--- src/rtl/multicycle_control_fsm.sv ---
// Multicycle CPU control unit: steps each instruction through fetch, decode,
// execute, memory and writeback, and drives the packed 14-bit control word.
// Ports: clk, reset (async, active high); OPCODE (from IR, valid from DECODE);
//        MEM_READY (memory done this cycle); ControlLine (packed control word);
//        STATE (current state, debug); HALTED (in HALT); ILLEGAL (sticky,
//        undefined opcode decoded).
// Latency: ControlLine is combinational from state (plus MEM_READY in FETCH).
// Backpressure: FETCH, MEMREAD and MEMWR hold until MEM_READY is high.
module multicycle_control_fsm #(
  parameter int             OPW         = 4,
  parameter logic [OPW-1:0] HALT_OPCODE = OPW'(4'hF)
) (
  input  logic           clk,
  input  logic           reset,
  input  logic [OPW-1:0] OPCODE,
  input  logic           MEM_READY,
  output logic [13:0]    ControlLine,
  output logic [3:0]     STATE,
  output logic           HALTED,
  output logic           ILLEGAL
);

  typedef enum logic [3:0] {
    S_FETCH    = 4'd0,
    S_DECODE   = 4'd1,
    S_MEMADDR  = 4'd2,
    S_MEMREAD  = 4'd3,
    S_MEMWB    = 4'd4,
    S_MEMWR    = 4'd5,
    S_RTYPE_EX = 4'd6,
    S_RTYPE_WB = 4'd7,
    S_BRANCH   = 4'd8,
    S_JUMP     = 4'd9,
    S_ADDI_EX  = 4'd10,
    S_ADDI_WB  = 4'd11,
    S_HALT     = 4'd12
  } state_t;

  localparam logic [OPW-1:0] OP_RTYPE = OPW'(0);
  localparam logic [OPW-1:0] OP_ADDI  = OPW'(1);
  localparam logic [OPW-1:0] OP_LW    = OPW'(2);
  localparam logic [OPW-1:0] OP_SW    = OPW'(3);
  localparam logic [OPW-1:0] OP_BEQ   = OPW'(4);
  localparam logic [OPW-1:0] OP_J     = OPW'(5);

  // Control words, field order:
  // PCWRITE, IRWRITE, WRITEPORTSELECT, WRITEDATASELECT[1:0], REGWRITE,
  // ALUSRCA, ALUSRCB[1:0], ALUOP[1:0], PCSRC, MEMWRITE, BRANCH
  // FETCH base word: ALU computes PC+4. PCWRITE/IRWRITE are added from MEM_READY.
  localparam logic [13:0] CW_FETCH    = {1'b0, 1'b0, 1'b0, 2'b00, 1'b0, 1'b0, 2'b01, 2'b00, 1'b0, 1'b0, 1'b0};
  // DECODE: ALU precomputes the branch target PC+offset.
  localparam logic [13:0] CW_DECODE   = {1'b0, 1'b0, 1'b0, 2'b00, 1'b0, 1'b0, 2'b11, 2'b00, 1'b0, 1'b0, 1'b0};
  // Effective address = reg + immediate; held through MEMREAD so the address is stable.
  localparam logic [13:0] CW_ADDR     = {1'b0, 1'b0, 1'b0, 2'b00, 1'b0, 1'b1, 2'b10, 2'b00, 1'b0, 1'b0, 1'b0};
  localparam logic [13:0] CW_MEMWB    = {1'b0, 1'b0, 1'b0, 2'b01, 1'b1, 1'b0, 2'b00, 2'b00, 1'b0, 1'b0, 1'b0};
  localparam logic [13:0] CW_MEMWR    = {1'b0, 1'b0, 1'b0, 2'b00, 1'b0, 1'b1, 2'b10, 2'b00, 1'b0, 1'b1, 1'b0};
  localparam logic [13:0] CW_RTYPE_EX = {1'b0, 1'b0, 1'b0, 2'b00, 1'b0, 1'b1, 2'b00, 2'b10, 1'b0, 1'b0, 1'b0};
  localparam logic [13:0] CW_RTYPE_WB = {1'b0, 1'b0, 1'b1, 2'b00, 1'b1, 1'b0, 2'b00, 2'b00, 1'b0, 1'b0, 1'b0};
  localparam logic [13:0] CW_BRANCH   = {1'b0, 1'b0, 1'b0, 2'b00, 1'b0, 1'b1, 2'b00, 2'b01, 1'b1, 1'b0, 1'b1};
  localparam logic [13:0] CW_JUMP     = {1'b1, 1'b0, 1'b0, 2'b00, 1'b0, 1'b0, 2'b00, 2'b00, 1'b1, 1'b0, 1'b0};
  localparam logic [13:0] CW_ADDI_WB  = {1'b0, 1'b0, 1'b0, 2'b00, 1'b1, 1'b0, 2'b00, 2'b00, 1'b0, 1'b0, 1'b0};

  state_t         state;
  state_t         next_state;
  logic [OPW-1:0] opcode_q;
  logic           illegal_q;
  logic           op_known;
  logic [13:0]    control_word;

  // Opcodes with a defined execution path; anything else parks in HALT as illegal.
  assign op_known = (OPCODE == OP_RTYPE) || (OPCODE == OP_ADDI) ||
                    (OPCODE == OP_LW)    || (OPCODE == OP_SW)   ||
                    (OPCODE == OP_BEQ)   || (OPCODE == OP_J)    ||
                    (OPCODE == HALT_OPCODE);

  always_ff @(posedge clk or posedge reset) begin
    if (reset) begin
      state     <= S_FETCH;
      opcode_q  <= '0;
      illegal_q <= 1'b0;
    end else begin
      state <= next_state;
      // Opcode captured once at DECODE so later IR changes cannot steer MEMADDR.
      if (state == S_DECODE) begin
        opcode_q <= OPCODE;
        if (!op_known) begin
          illegal_q <= 1'b1;
        end
      end
    end
  end

  always_comb begin
    next_state = S_FETCH;
    case (state)
      S_FETCH:    next_state = MEM_READY ? S_DECODE : S_FETCH;
      S_DECODE: begin
        if (OPCODE == OP_RTYPE)                        next_state = S_RTYPE_EX;
        else if (OPCODE == OP_ADDI)                    next_state = S_ADDI_EX;
        else if (OPCODE == OP_LW || OPCODE == OP_SW)   next_state = S_MEMADDR;
        else if (OPCODE == OP_BEQ)                     next_state = S_BRANCH;
        else if (OPCODE == OP_J)                       next_state = S_JUMP;
        else                                           next_state = S_HALT;
      end
      // Only LW and SW reach MEMADDR, so anything not LW is a store.
      S_MEMADDR:  next_state = (opcode_q == OP_LW) ? S_MEMREAD : S_MEMWR;
      S_MEMREAD:  next_state = MEM_READY ? S_MEMWB : S_MEMREAD;
      S_MEMWB:    next_state = S_FETCH;
      S_MEMWR:    next_state = MEM_READY ? S_FETCH : S_MEMWR;
      S_RTYPE_EX: next_state = S_RTYPE_WB;
      S_RTYPE_WB: next_state = S_FETCH;
      S_BRANCH:   next_state = S_FETCH;
      S_JUMP:     next_state = S_FETCH;
      S_ADDI_EX:  next_state = S_ADDI_WB;
      S_ADDI_WB:  next_state = S_FETCH;
      S_HALT:     next_state = S_HALT;
      default:    next_state = S_FETCH;
    endcase
  end

  always_comb begin
    control_word = '0;
    case (state)
      // PC and IR update only in the cycle memory delivers the instruction.
      S_FETCH:    control_word = CW_FETCH | {MEM_READY, MEM_READY, 12'h000};
      S_DECODE:   control_word = CW_DECODE;
      S_MEMADDR:  control_word = CW_ADDR;
      S_MEMREAD:  control_word = CW_ADDR;
      S_MEMWB:    control_word = CW_MEMWB;
      S_MEMWR:    control_word = CW_MEMWR;
      S_RTYPE_EX: control_word = CW_RTYPE_EX;
      S_RTYPE_WB: control_word = CW_RTYPE_WB;
      S_BRANCH:   control_word = CW_BRANCH;
      S_JUMP:     control_word = CW_JUMP;
      S_ADDI_EX:  control_word = CW_ADDR;
      S_ADDI_WB:  control_word = CW_ADDI_WB;
      S_HALT:     control_word = '0;
      default:    control_word = '0;
    endcase
  end

  // Reset gates the word directly so no write enable survives between edges.
  assign ControlLine = reset ? 14'h0000 : control_word;
  assign STATE       = state;
  assign HALTED      = (state == S_HALT);
  assign ILLEGAL     = illegal_q;

endmodule

--- config.mk ---
export PLATFORM = sky130hd
export DESIGN_NAME = multicycle_control_fsm
export DESIGN_NICKNAME = d
export VERILOG_FILES = /design/src/rtl/multicycle_control_fsm.sv
export SDC_FILE = /design/constraint.sdc
export NUM_CORES = 1
export LEC_CHECK = 0
export BUFFER_PORTS_ARGS = -buffer_cell sky130_fd_sc_hd__buf_2
export CAP_MARGIN = 20
export CORE_MARGIN = 2
export CORE_UTILIZATION = 25
export CTS_BUF_LIST = sky130_fd_sc_hd__clkbuf_2 sky130_fd_sc_hd__clkbuf_4 sky130_fd_sc_hd__clkbuf_8
export CTS_CLUSTER_DIAMETER = 60
export DETAILED_ROUTE_END_ITERATION = 10
export SKIP_LAST_GASP = 1
export SLEW_MARGIN = 10
export SYNTH_ARGS = -nofsm -noshare
export SYNTH_HDL_FRONTEND = slang
export SYNTH_SLANG_ARGS = --single-unit
--- constraint.sdc ---
create_clock -name clk -period 2.61 [get_ports clk]
set_clock_uncertainty 0.1 [all_clocks]
set_input_delay 0.783 -clock clk [delete_from_list [all_inputs] [get_ports clk]]
set_output_delay 0.783 -clock clk [all_outputs]
set_load 0.01 [all_outputs]
==> results of run 1 <==
## final timing paths
path | endpoint | slack [ns] | cells after the start | startpoint
max | ControlLine[7] | 0.12 | 5 | STATE[2]$_DFF_PP0_
min | ILLEGAL$_DFFE_PP0P_ | 0.37 | 1 | ILLEGAL$_DFFE_PP0P_
max reg2reg | opcode_q[1]$_DFFE_PP0P_ | 0.80 | 4 | STATE[0]$_DFF_PP0_
min reg2reg | ILLEGAL$_DFFE_PP0P_ | 0.37 | 1 | ILLEGAL$_DFFE_PP0P_
max in group asynchronous | STATE[1]$_DFF_PP0_ | 1.75 | 3 | reset
min in group asynchronous | opcode_q[1]$_DFFE_PP0P_ | 0.50 | 3 | reset
## power groups by stage
stage               sequential, mW  clock (mW)  combinational [mW]
global placement             0.308           0               0.418
floorplan                    0.240           0               0.399
global route                 0.329       0.132               0.475
finish                       0.316       0.118               0.426
CTS                          0.311       0.122               0.431
detailed placement           0.314           0               0.429
## placed cells by master, fill, tap and decap left out, types with 2 or more instances in the layout
cell	count
nor4b_1	3
buf_4	3
xor2_1	2
clkbuf_4	4
nand2b_1	3
nor4_1	3
dfrtp_2	2
mux2_2	4
nand2_1	6
a31oi_1	3
o21ai_0	7
buf_2	25
nand3b_1	2
inv_1	2
nor2_1	9
nor3_1	6
dfrtp_1	7
## stage by stage
step                instance area (sq um)  worst slack (ns)  setup TNS, ns   util
floorplan                             754            0.0543              0      -
global placement                      868             0.230              0  0.310
detailed placement                    868             0.203              0  0.310
CTS                                   898            0.0730              0  0.320
global route                          901          -0.00545       -0.00545  0.321
finish                                901             0.116              0  0.321
## routing by layer
metal	share of wire	global-route usage
met5	0	0
met1	0.46	0.151
met3	0.046	0.0242
met4	0	0.0422
met2	0.49	0.208
## layout make-up
| cell class | count | area [sq um] | area share |
|---|---|---|---|
| Clock buffer | 4 | 30.0 | 0.0333 |
| Inverter | 2 | 7.51 | 0.00833 |
| Multi-Input combinational cell | 67 | 449 | 0.499 |
| Sequential cell | 9 | 228 | 0.253 |
| Tap cell | 31 | 38.8 | 0.0431 |
| Timing Repair Buffer | 28 | 148 | 0.164 |
## synth_stat cells, drive strengths merged
cell     instances
nand4bb          1
dfrtp            9
a31oi            3
nor2b            1
a221oi           1
o22ai            1
nand2b           4
a21oi            1
clkbuf           1
o22a             1
nor3             7
buf             10
nor2             9
nand2            6
a31o             1
inv              2
nor4b            4
xor2             2
o21ai            8
nand3b           2
conb             1
or2              1
nand4b           1
nand4            1
a211oi           1
a32oi            1
a21o             1
and3             1
nor4             3
mux2             4
## logic make-up (layout without fill, tap and decap cells)
kind of cell / Yosys count / in the layout / share of synthesized area
XOR/XNOR: 2 / 2 / 0.0232
flip-flops: 9 / 9 / 0.299
multiplexers: 4 / 4 / 0.0597
AND/OR/NAND/NOR: 41 / 41 / 0.348
other: 1 / 1 / 0.00497
AO/OA/AOI/OAI: 19 / 19 / 0.159
buffers and inverters: 13 / 34 / 0.106
## state kept, by name, summed over array words and instances (netlist names)
register  flops
ILLEGAL       1
opcode_q      4
STATE         4
==> impl_metrics.yaml, run 1 <==
critical_path:
  cp_slowest_cell: "dfrtp_1"
  cp-start-kind: "register"
  criticalPathCategory: "reg -> out"
  critPathMaxFanout: 14
  slowest_delay_ns: 0.67
  path_cells: "nand2_1, xor2_1, o22a_1, nor2_1, buf_2"
  critical-path-top-delay-family: "flip-flops"
  crit_buf_inv: 1
  worstPathRequired_ns: 1.73
  worstPathArrival_ns: 1.61
  critPathCaptureType: "primary output"
finish:
  syn_to_final_growth_pct: 19.4
  diodes: 0
  drive_gt1_frac: 0.391
  stdcell_count: 141
  final_net_count: 118
  n_fill_cell: 308
sta:
  rsz0062_at_grt: "yes"
  fmax_mhz: 401
  hold_violations: 0
  whs_ns: 0.375
  finalSetupViolations: 0
  fin_crit_sh: 0.956
  slew_viol_final: 0
  finalWorstPathRequiredPeriod_ns: 2.49
  slew_headroom: 0.654
  worst_pin_slew_ns: 0.519
floorplan:
  core_area_sq_um: 2810
  num_rows: 19
  die-area_sq_um: 3470
  die_w_microns: 58.9
  start_util: 0.269
  io_pins: 27
  die_h_microns: 58.9
routing:
  wl_per_cell_microns: 13.6
  dr.pass1.iters: 7
  drtIter0Drc: 16
  drc: 1
  num_vias: 742
  postRouteAntennaNets: 0
  viasPerCell: 5.26
  drt-total-wl_mm: 1.92
clock_network:
  hold_buffers: 0
  numClockSinks: 9
  htreeDepth: 1
  cts_buffer_depth: 2
  clkTransAtPathRegs_ns: 0.06
  cts_setup_buffers: 0
  ctsRootBufferMaster: "clkbuf_4"
  cts_tree: "built"
  cts_made_buffers: 3
  cts_resized: 0
  clock_latency_ns: 0.26
grt:
  grt_pass1_wl_mm: 3.32
  groute.usage.overall: 0.121
  first_global_vias: 753
  grt_overflow: 0
  antenna_found_initial: 0
  grt_max_degree: 24
placement:
  numPortBuffers: 25
  dp.cells: 137
  gp_congestion: 0.807
  dp_hpwl_mm: 1.45
synth:
  synth_fp_nets: 96
  synthCells: 89
  yosysWarnings: 0
  yosysTopAreaCell: "dfrtp_1"
  yosysTopAreaCellShare: 0.299
  yosys-top-cells-area: "dfrtp_1 (30%), mux2_2 (6.0%), buf_4 (5.0%)"
  ys_seq_area_frac: 0.299
  synth_area_sq_um: 754
  yosys_register_bits: 9
  yosysUniqueCellTypes: 36
  syn_area_per_cell_sq_um: 8.48
power_and_ir_drop:
  leakagePower_nw: 0.390
  p_sw_frac: 0.444
  ir_drop_mv: 0.365
  cellInternalPower_uw: 478
  power_frac_comb: 0.496
  p_per_area_nw_per_um2: 955
  p_clk_frac: 0.137
  p_switching_uw: 382
  seq_power_share: 0.367
  totalPowerFinal_uw: 861
status:
  failed_checks: "design-rule violations"
  status: "finished with violations"
flow_run:
  maxCapViolations: 0
hold_path:
  min_path_type: "reg -> reg"
No activity file was read; power rests on OpenSTA's default activity.
==> inputs of run 2 (changes only) <==
- ABC_AREA: unset -> 1
- CORE_ASPECT_RATIO: unset -> 0.7
==> impl_metrics.yaml, run 2 <==
status:
  status: "complete, no violations"
floorplan:
  die_w_microns: 66.3
  core_area_sq_um: 2510
  num_rows: 15
  start_util: 0.270
  die-area_sq_um: 3160
  io_pins: 27
  die_h_microns: 47.6
clock_network:
  clock_latency_ns: 0.24
  cts_buffer_depth: 2
  clkTransAtPathRegs_ns: 0.05
  ctsRootBufferMaster: "clkbuf_8"
  cts_tree: "built"
  cts_resized: 0
  cts_made_buffers: 3
  hold_buffers: 0
  htreeDepth: 1
  numClockSinks: 9
  cts_setup_buffers: 0
sta:
  fin_crit_sh: 0.913
  finalSetupViolations: 0
  rsz0062_at_grt: "no"
  slew_viol_final: 0
  fmax_mhz: 420
  hold_violations: 0
  fin_setup_tns_ns: 0
  finalWorstPathRequiredPeriod_ns: 2.38
critical_path:
  r2r_slack_ns: 1.29
  crit_end: "ControlLine[7]"
  critPathMaxFanout: 8
  r2r-start: "STATE[1]$_DFF_PP0_"
  rr_endpoint: "STATE[2]$_DFF_PP0_"
  cp-start-kind: "register"
  critPathCaptureType: "primary output"
  startpoint: "STATE[1]$_DFF_PP0_"
  worstPathArrival_ns: 1.50
  reg2regPathDepth: 5
  worstPathRequired_ns: 1.73
  criticalPathCategory: "reg -> out"
synth:
  syn_area_per_cell_sq_um: 6.12
  yosysTopAreaCellShare: 0.331
  synth.most_common_cell: "nand2_1"
  synth_flop_cell: "dfrtp_1"
  synth_common_cells: "nand2_1 (31), nor2_1 (19), inv_1 (13)"
  async_flop_share: 1.00
  yosysUniqueCellTypes: 18
  ys_seq_area_frac: 0.331
  synth_area_sq_um: 679
  synth_fp_nets: 118
  yosys_register_bits: 9
  yosysTopAreaCell: "dfrtp_1"
  yosysWarnings: 0
  synth_edf_count: 0
  yosys-top-cells-area: "dfrtp_1 (33%), nand2_1 (17%), nor2_1 (10%)"
  synthCells: 111
finish:
  drive_gt1_frac: 0.283
  diodes: 0
  stdcell_count: 172
  finalInstanceArea_sq_um: 885
  syn_to_final_growth_pct: 30.2
  final_net_count: 146
  final_cell_mix: "nand2_1 (31), buf_2 (25), nor2_1 (19)"
  final_common_cell: "nand2_1"
  n_fill_cell: 283
placement:
  gp_congestion: 0.795
  numPortBuffers: 25
  placed_area_sq_um: 836
  dp.cells: 168
  dp_hpwl_mm: 1.45
flow_run:
  maxCapViolations: 0
power_and_ir_drop:
  p_sw_frac: 0.458
  totalPowerFinal_uw: 839
  p_switching_uw: 384
  power_frac_comb: 0.491
  cellInternalPower_uw: 455
  leakagePower_nw: 0.523
  ir_drop_mv: 0.369
  p_clk_frac: 0.207
  seq_power_share: 0.302
  p_per_area_nw_per_um2: 949
grt:
  grt_overflow: 0
  groute.usage.overall: 0.120
  first_global_vias: 597
  grt_pass1_wl_mm: 2.75
  antenna_found_initial: 0
  grt_max_degree: 10
routing:
  viasPerCell: 4.42
  dr.pass1.iters: 4
  postRouteAntennaNets: 0
  drc: 0
  num_vias: 760
  drtIter0Drc: 38
  drt-total-wl_mm: 1.74
  wl_per_cell_microns: 10.1
hold_path:
  min_path_type: "reg -> reg"
run 2: worst min-delay path by stage:
stage                     slack, ns               startpoint                      end  depth (start not counted)
after floorplan                0.35  opcode_q[0]$_DFFE_PP0P_  opcode_q[0]$_DFFE_PP0P_                          2
after global placement         0.36      ILLEGAL$_DFFE_PP0P_      ILLEGAL$_DFFE_PP0P_                          1
after detailed placement       0.36      ILLEGAL$_DFFE_PP0P_      ILLEGAL$_DFFE_PP0P_                          1
after CTS                      0.38      ILLEGAL$_DFFE_PP0P_      ILLEGAL$_DFFE_PP0P_                          1
after global routing           0.41  opcode_q[0]$_DFFE_PP0P_  opcode_q[0]$_DFFE_PP0P_                          2
final                          0.37      ILLEGAL$_DFFE_PP0P_      ILLEGAL$_DFFE_PP0P_                          1
run 2: critical path, cell delays in order (launching register included):
cell and delay [ns]:
dfrtp_1 0.48, nor2_1 0.30, nand2_1 0.15, nand3_1 0.09
nor2_1 0.04, nor2_1 0.07, buf_2 0.13
run 2: cell families after synthesis:
kind of cell,after synthesis,share of synthesized area
AND/OR/NAND/NOR,65,0.413
buffers and inverters,20,0.122
flip-flops,9,0.331
other,1,0.00552
AO/OA/AOI/OAI,16,0.129
run 2: final cells by class:
type | instances | area (sq um) | share of cell area
Multi-Input combinational cell | 82 | 372 | 0.420
Inverter | 17 | 63.8 | 0.0721
Timing Repair Buffer | 26 | 133 | 0.150
Sequential cell | 9 | 225 | 0.255
Tap cell | 34 | 42.5 | 0.0481
Clock buffer | 4 | 48.8 | 0.0552
run 2: stage by stage:
step / util / hold slack (ns) / worst slack [ns]
after global routing: 0.352 / 0.408 / 0.0470
final: 0.352 / 0.375 / 0.227
after CTS: 0.352 / 0.383 / 0.237
after floorplan: - / 0.353 / 0.102
after detailed placement: 0.332 / 0.361 / 0.318
after global placement: 0.332 / 0.364 / 0.327
run 2: power by group through the flow:
stage	combinational, mW	clock (mW)	sequential (mW)
after floorplan	0.282	0	0.254
after global routing	0.474	0.187	0.262
after global placement	0.411	0	0.253
after detailed placement	0.413	0	0.255
final	0.412	0.174	0.253
after CTS	0.415	0.179	0.254
run 2: routing by layer:
metal,vias up,global-route usage,wire (microns)
met2,29,0.154,663
met4,0,0.0490,24
met3,3,0.0353,136
li1,397,-,-
met5,-,0,0
met1,331,0.183,910
==> inputs of run 3 (changes only) <==
- CORE_ASPECT_RATIO: 0.7 -> unset
- CORE_UTILIZATION: 25 -> 49
- PLACE_DENSITY: unset -> 0.81
==> impl_metrics.yaml, run 3 (synthesis gave the netlist of run 2 again) <==
status:
  status: "complete, no violations"
clock_network:
  cts_buffer_depth: 2
  numClockSinks: 9
  cts_resized: 0
  cts_made_buffers: 3
  hold_buffers: 0
  clkTransAtPathRegs_ns: 0.06
  cts_tree: "built"
  htreeDepth: 1
  cts_setup_buffers: 0
  clock_latency_ns: 0.25
  ctsRootBufferMaster: "clkbuf_4"
grt:
  grt_overflow: 0
  antenna_found_initial: 0
  groute.usage.overall: 0.220
  first_global_vias: 550
  grt_max_degree: 11
  grt_pass1_wl_mm: 2.38
routing:
  drt-total-wl_mm: 1.66
  viasPerCell: 5.10
  wl_per_cell_microns: 10.9
  postRouteAntennaNets: 0
  num_vias: 781
  drc: 0
  drtIter0Drc: 33
  dr.pass1.iters: 4
power_and_ir_drop:
  leakagePower_nw: 0.515
  p_per_area_nw_per_um2: 931
  ir_drop_mv: 0.436
hold_path:
  min_path_type: "reg -> reg"
critical_path:
  critPathMaxFanout: 7
  critical-path-top-delay-family: "simple AND/OR/NAND/NOR gates"
  worstPathArrival_ns: 1.52
  crit_buf_inv: 1
  path_cells: "nor2_2, nand3_1, a21oi_1, buf_2"
  slowest_delay_ns: 0.48
  critPathCaptureType: "primary output"
  cp-start-kind: "register"
  worstPathRequired_ns: 1.73
  criticalPathCategory: "reg -> out"
  cp_slowest_cell: "dfrtp_1"
finish:
  final_common_cell: "nand2_1"
  final_net_count: 146
  diodes: 0
  drive_gt1_frac: 0.283
  final_cell_mix: "nand2_1 (31), buf_2 (25), nor2_1 (19)"
  syn_to_final_growth_pct: 23.9
floorplan:
  die-area_sq_um: 1700
  die_w_microns: 41.2
  io_pins: 27
  core_area_sq_um: 1300
  start_util: 0.522
  num_rows: 13
  die_h_microns: 41.2
sta:
  hold_violations: 0
  postLayoutSetupSlackWorst_ns: 0.210
  fmax_mhz: 417
  finalWorstPathRequiredPeriod_ns: 2.40
  fin_setup_tns_ns: 0
  slew_viol_final: 0
  finalSetupViolations: 0
  rsz0062_at_grt: "no"
  fin_crit_sh: 0.919
placement:
  gp_congestion: 0.874
  dp_hpwl_mm: 1.41
  numPortBuffers: 25
  pre_cts_slack_ns: 0.318
flow_run:
  maxCapViolations: 0
[run 3: cell counts in the layout (fill, tap and decap cells not counted)]
Identical to the previous run, type by type.
[run 3: final timing paths]
kind / from / cells past startpoint / to / slack [ns]
max in group asynchronous: reset / 3 / opcode_q[3]$_DFFE_PP0P_ / 1.80
hold reg to reg: ILLEGAL$_DFFE_PP0P_ / 1 / ILLEGAL$_DFFE_PP0P_ / 0.40
setup reg to reg: STATE[3]$_DFF_PP0_ / 5 / ILLEGAL$_DFFE_PP0P_ / 1.24
min in group asynchronous: reset / 3 / STATE[2]$_DFF_PP0_ / 0.48
setup / recovery: STATE[3]$_DFF_PP0_ / 4 / ControlLine[13] / 0.21
hold / removal: ILLEGAL$_DFFE_PP0P_ / 1 / ILLEGAL$_DFFE_PP0P_ / 0.40
[run 3: layout make-up]
| type | instances | area, sq um |
|---|---|---|
| Fill cell | 134 | 459 |
| Multi-Input combinational cell | 82 | 372 |
| Tap cell | 15 | 18.8 |
| Inverter | 17 | 63.8 |
| Timing Repair Buffer | 26 | 133 |
| Clock buffer | 4 | 30.0 |
| Sequential cell | 9 | 225 |
[run 3: worst reg2reg max path, delay by kind of cell, from the launching register on]
family	cells	cell delay [ns]
compound gates	1	0.13
buf+inv	1	0.09
flops	1	0.48
simple gates	3	0.50
[run 3: stage by stage]
| stage | total power, mW | std cells | instance area [sq um] | util | hold WS, ns |
|---|---|---|---|---|---|
| after floorplan | 0.536 | 111 | 679 | - | 0.353 |
| after global placement | 0.661 | 149 | 812 | 0.624 | 0.376 |
| after detailed placement | 0.670 | 149 | 812 | 0.624 | 0.378 |
| after CTS | 0.784 | 153 | 842 | 0.647 | 0.397 |
| after global routing | 0.858 | 153 | 842 | 0.647 | 0.433 |
| final | 0.784 | 153 | 842 | 0.647 | 0.396 |
[run 3: layer usage]
metal,vias up,global-route usage,part of all wire
li1,401,-,-
met1,340,0.327,0.49
met2,36,0.324,0.43
met3,4,0.0489,0.076
met4,0,0.0484,0.0066
met5,-,0,0
[run 3: report_power, final]
group          internal [mW]  switching, mW  total, mW
sequential             0.193         0.0617      0.255
combinational          0.145          0.273      0.418
clock                 0.0689         0.0431      0.112
total                  0.406          0.378      0.784
